## src/rtl/fifo_rd_ctrl.sv

```systemverilog
// rtl/fifo_rd_ctrl.sv - async FIFO read-side controller with output register stage
// Synchronizes the write pointer, tracks empty/occupancy, and pops into a one-deep output register.
module fifo_rd_ctrl #(
  parameter int ADDR_SIZE = 4,
  parameter int DATA_SIZE = 8
) (
  input  logic                 r_clk,
  input  logic                 r_rst_n,
  input  logic [ADDR_SIZE:0]   w_ptr_gray,
  input  logic [DATA_SIZE-1:0] mem_rdata,
  output logic [ADDR_SIZE-1:0] r_addr,
  output logic [ADDR_SIZE:0]   r_ptr_gray,
  output logic                 r_empty,
  output logic [ADDR_SIZE:0]   r_count,
  output logic [DATA_SIZE-1:0] out_data,
  output logic                 out_valid,
  input  logic                 out_ready
);

  typedef enum logic {
    ST_EMPTY = 1'b0,
    ST_HELD  = 1'b1
  } out_state_t;

  out_state_t state_q, state_d;

  logic [ADDR_SIZE:0] wq1, wq2;
  logic [ADDR_SIZE:0] rbin;
  logic [ADDR_SIZE:0] rbin_next;
  logic [ADDR_SIZE:0] rgray_next;
  logic [ADDR_SIZE:0] wbin_sync;
  logic               pop;

  function automatic logic [ADDR_SIZE:0] bin2gray(input logic [ADDR_SIZE:0] b);
    return (b >> 1) ^ b;
  endfunction

  function automatic logic [ADDR_SIZE:0] gray2bin(input logic [ADDR_SIZE:0] g);
    logic [ADDR_SIZE:0] b;
    b[ADDR_SIZE] = g[ADDR_SIZE];
    for (int i = ADDR_SIZE - 1; i >= 0; i--) begin
      b[i] = b[i+1] ^ g[i];
    end
    return b;
  endfunction

  // The write pointer is only ever consumed through this two-flop stage.
  always_ff @(posedge r_clk or negedge r_rst_n) begin
    if (!r_rst_n) begin
      wq1 <= '0;
      wq2 <= '0;
    end else begin
      wq1 <= w_ptr_gray;
      wq2 <= wq1;
    end
  end

  assign out_valid  = (state_q == ST_HELD);
  assign pop        = !r_empty && (!out_valid || out_ready);
  assign rbin_next  = rbin + {{ADDR_SIZE{1'b0}}, pop};
  assign rgray_next = bin2gray(rbin_next);
  assign wbin_sync  = gray2bin(wq2);
  assign r_addr     = rbin[ADDR_SIZE-1:0];

  // Flags are computed from the post-pop pointer so they agree with this edge's pop.
  always_ff @(posedge r_clk or negedge r_rst_n) begin
    if (!r_rst_n) begin
      rbin       <= '0;
      r_ptr_gray <= '0;
      r_empty    <= 1'b1;
      r_count    <= '0;
    end else begin
      rbin       <= rbin_next;
      r_ptr_gray <= rgray_next;
      r_empty    <= (rgray_next == wq2);
      r_count    <= wbin_sync - rbin_next;
    end
  end

  always_ff @(posedge r_clk or negedge r_rst_n) begin
    if (!r_rst_n) begin
      out_data <= '0;
    end else if (pop) begin
      out_data <= mem_rdata;
    end
  end

  always_ff @(posedge r_clk or negedge r_rst_n) begin
    if (!r_rst_n) begin
      state_q <= ST_EMPTY;
    end else begin
      state_q <= state_d;
    end
  end

  always_comb begin
    state_d = state_q;
    case (state_q)
      ST_EMPTY: if (pop) state_d = ST_HELD;
      ST_HELD:  if (out_ready && !pop) state_d = ST_EMPTY;
      default:  state_d = ST_EMPTY;
    endcase
  end

endmodule
```

## config.mk

```make
export PLATFORM = sky130hd
export DESIGN_NAME = fifo_rd_ctrl
export DESIGN_NICKNAME = d
export VERILOG_FILES = /design/src/rtl/fifo_rd_ctrl.sv
export SDC_FILE = /design/constraint.sdc
export NUM_CORES = 1
export LEC_CHECK = 0
export CORE_AREA = 2 2 58 60
export DETAILED_ROUTE_END_ITERATION = 12
export DIE_AREA = 0 0 60 62
export PLACE_DENSITY = 0.77
export SLEW_MARGIN = 20
export SYNTH_ARGS = -nofsm -noshare
export SYNTH_HDL_FRONTEND = slang
export SYNTH_SLANG_ARGS = --single-unit
```

## constraint.sdc

```tcl
create_clock -name r_clk -period 5 [get_ports r_clk]
set_clock_uncertainty 0.1 [all_clocks]
set_input_delay 0.75 -clock r_clk [delete_from_list [all_inputs] [get_ports r_clk]]
set_output_delay 0.75 -clock r_clk [all_outputs]
set_load 0.05 [all_outputs]
```

==> impl_metrics.toml <==
[yosys]
syn_inst = 97
ys_ff_latch = 34
ys_seq_area_share_pct = 60.6
netlist_area_um2 = 1410
yosysTopAreaCell = "dfrtp_1"
synth_nets = 119
avgSynthCellArea_um2 = 14.5
ys_warn_count = 0
yosysUniqueCellTypes = 27
synth_area_leaders = "dfrtp_1 59%, xnor2_1 7.5%, mux2_2 6.4%"
synth_top_area_share_pct = 58.7

[timing]
post-route-period-util_pct = 67.1
rsz0062_at_grt = "no"
slew_violations = 0
hold_violations = 0
hold_ws_ns = 0.257
min_period_ns = 3.35
setup_viol = 0
fmax_ghz = 0.298
fin_tns_setup_ns = 0
worst_slew_pin_slew_ns = 0.528
maxSlewHeadroom_pct = 64.6

[critical_path]
path_buf_inv = 2
crit_path_frequent_cell = "ha_1"
arrival_ns = 3.47
slowest_stage = "clkdlybuf4s50_1"
start_kind = "input pin"
crit_chain = "clkdlybuf4s50_1 -> inv_1 -> a21oi_2 -> ha_1 -> ha_1 -> xnor2_1 -> ha_1 -> a21oi_1 -> maj3_1 -> xnor2_1"
crit_required_ns = 5.12
crit_fanout = 9
crit_type = "input pin to flip-flop"
critical-path-max-stage-delay_ns = 0.47
critPathCaptureType = "flip-flop"
critical_path.top_delay_family = "adder cells"

[min_path]
hp-class = "flip-flop to flip-flop"

[clock_network]
cts_max_path_buffers = 2
cts-buffers-inserted = 5
clk_pin_slew_ns = 0.10
clock-sinks = 34
cts_resized = 0
cts_hold_buffers = 0
cts_setup_buffers = 0
cts_tree = "built"
htree_levels = 2
insertion_delay_ns = 0.32
cts-root-buf = "clkbuf_4"

[drt]
num_vias = 864
drt_wl_total_mm = 2.22
drt_iter0_markers = 13
dr.pass1.iters = 2
vias_per_cell = 4.55
detail-route-antenna-nets = 0
drc_errors = 0
wire_per_inst_um = 11.7

[grt]
use_met1_pct = 16.5
overflow = 0
grt_use_total_pct = 13.9
met3_usage_pct = 4.14
top_usage_layer = "met2"
grt_pass1_vias = 814
grt_max_degree = 35
grt_pass1_wl_mm = 3.63
antenna_found_initial = 0
grt.met2_usage_pct = 21.6

[placement]
place_congestion = 0.775
dp_hpwl_mm = 1.69
port-buffer-count = 39

[cells_and_area]
n_antenna_cell = 0
area.growth.synth_to_final_pct = 36.4
fin_nets = 165
drive_above_1_share_pct = 13.9

[floorplan]
num_rows = 21
start_util_pct = 44.2
core_area_um2 = 3180
die_h_um = 62
dieArea_um2 = 3720
fp.dieW_um = 60
pin_count = 40

[outcome]
outcome = "finished, final reports clean"

[job]
cap_violations = 0
[state kept, by name (all words and copies together) (netlist names)]
| name | cells |
|---|---|
| out_data | 8 |
| r_count | 5 |
| r_ptr_gray | 5 |
| wq1 | 5 |
| wq2 | 5 |
| rbin | 4 |
| out_valid | 1 |
| r_empty | 1 |
[cells in the mapped netlist]
master	n
mux2i_1	1
xnor3_2	1
dfrtp_1	33
or3_1	1
xnor2_1	12
a21oi_1	2
nand2_1	1
ha_1	5
o21a_1	1
nand3_1	2
and4b_1	1
nor2_1	2
and2_1	1
a21o_1	1
a211oi_2	1
mux2_2	8
a21boi_0	2
dfstp_2	1
xor2_1	7
inv_1	6
o21ai_0	2
a21oi_2	1
xor3_1	1
a31oi_1	1
fa_1	1
maj3_1	1
clkbuf_1	1
[final cells by class]
class	count	area, µm²
timing repair buffer	40	398
fill	255	1260
sequential	34	852
inverter	6	22.5
multi-input combinational	56	528
clock buffer	7	55.1
tap	46	57.6
clock inverter	1	5.00
[layer usage]
layer	part of all wire (%)	up-vias	wire, µm
met3	5.4	6	120
li1	-	416	-
met2	47	33	1030
met4	3.6	0	80
met5	0	-	0
met1	44	409	985
[worst register-to-register path, delay by kind of cell (launching register included)]
| kind | cells | cell delay, ns |
|---|---|---|
| XOR/XNOR | 5 | 1.25 |
| adder cells (fa/ha/maj) | 3 | 0.77 |
| flip-flops | 1 | 0.41 |
| AO/OA/AOI/OAI | 1 | 0.18 |
| buffers and inverters | 1 | 0.06 |
[cell families (layout without fill, tap and decap cells)]
| group | Yosys count | count (layout) | share of synthesized area [%] |
|---|---|---|---|
| and+or+nand+nor | 8 | 8 | 3.11 |
| AOI/OAI and AO/OA | 11 | 11 | 5.52 |
| muxes | 9 | 9 | 7.12 |
| xor gates and xnor gates | 21 | 21 | 15.2 |
| adders and majority gates | 7 | 7 | 6.58 |
| buffers and inverters | 7 | 54 | 1.87 |
| DFF | 34 | 34 | 60.6 |
[cell usage in the layout, fill, tap and decap left out, types with 2 or more instances in the layout]
master,n
inv_1,6
ha_1,5
clkbuf_4,5
mux2_2,8
xor2_1,7
clkdlybuf4s50_1,39
o21ai_0,2
a21boi_0,2
nand3_1,2
xnor2_1,12
a21oi_1,2
nor2_1,2
dfrtp_1,33
[worst paths after layout]
| kind | from | to | slack, ns | depth (start not counted) |
|---|---|---|---|---|
| worst max-delay path | out_ready | r_count[4] | 1.65 | 10 |
| max in group asynchronous | r_rst_n | r_empty | 3.76 | 2 |
| worst min register to register | wq1[2] | wq2[2] | 0.26 | 0 |
| min in group asynchronous | r_rst_n | wq1[1] | 0.72 | 2 |
| worst max register to register | wq2[4] | r_count[4] | 2.16 | 10 |
| worst min-delay path | wq1[2] | wq2[2] | 0.26 | 0 |
[per-stage QoR]
stage,cells,worst slack (ns),util [%],instance area (µm²)
2_1_floorplan,97,2.02,-,1410
3_3_place_gp,182,1.37,58.4,1860
3_5_place_dp,182,1.27,58.4,1860
4_1_cts,190,1.63,60.3,1920
5_1_grt,190,1.43,60.3,1920
6_report,190,1.65,60.3,1920
Power is not shown: default switching activity piles up to over one toggle a cycle in this logic, so the estimate is an artifact.
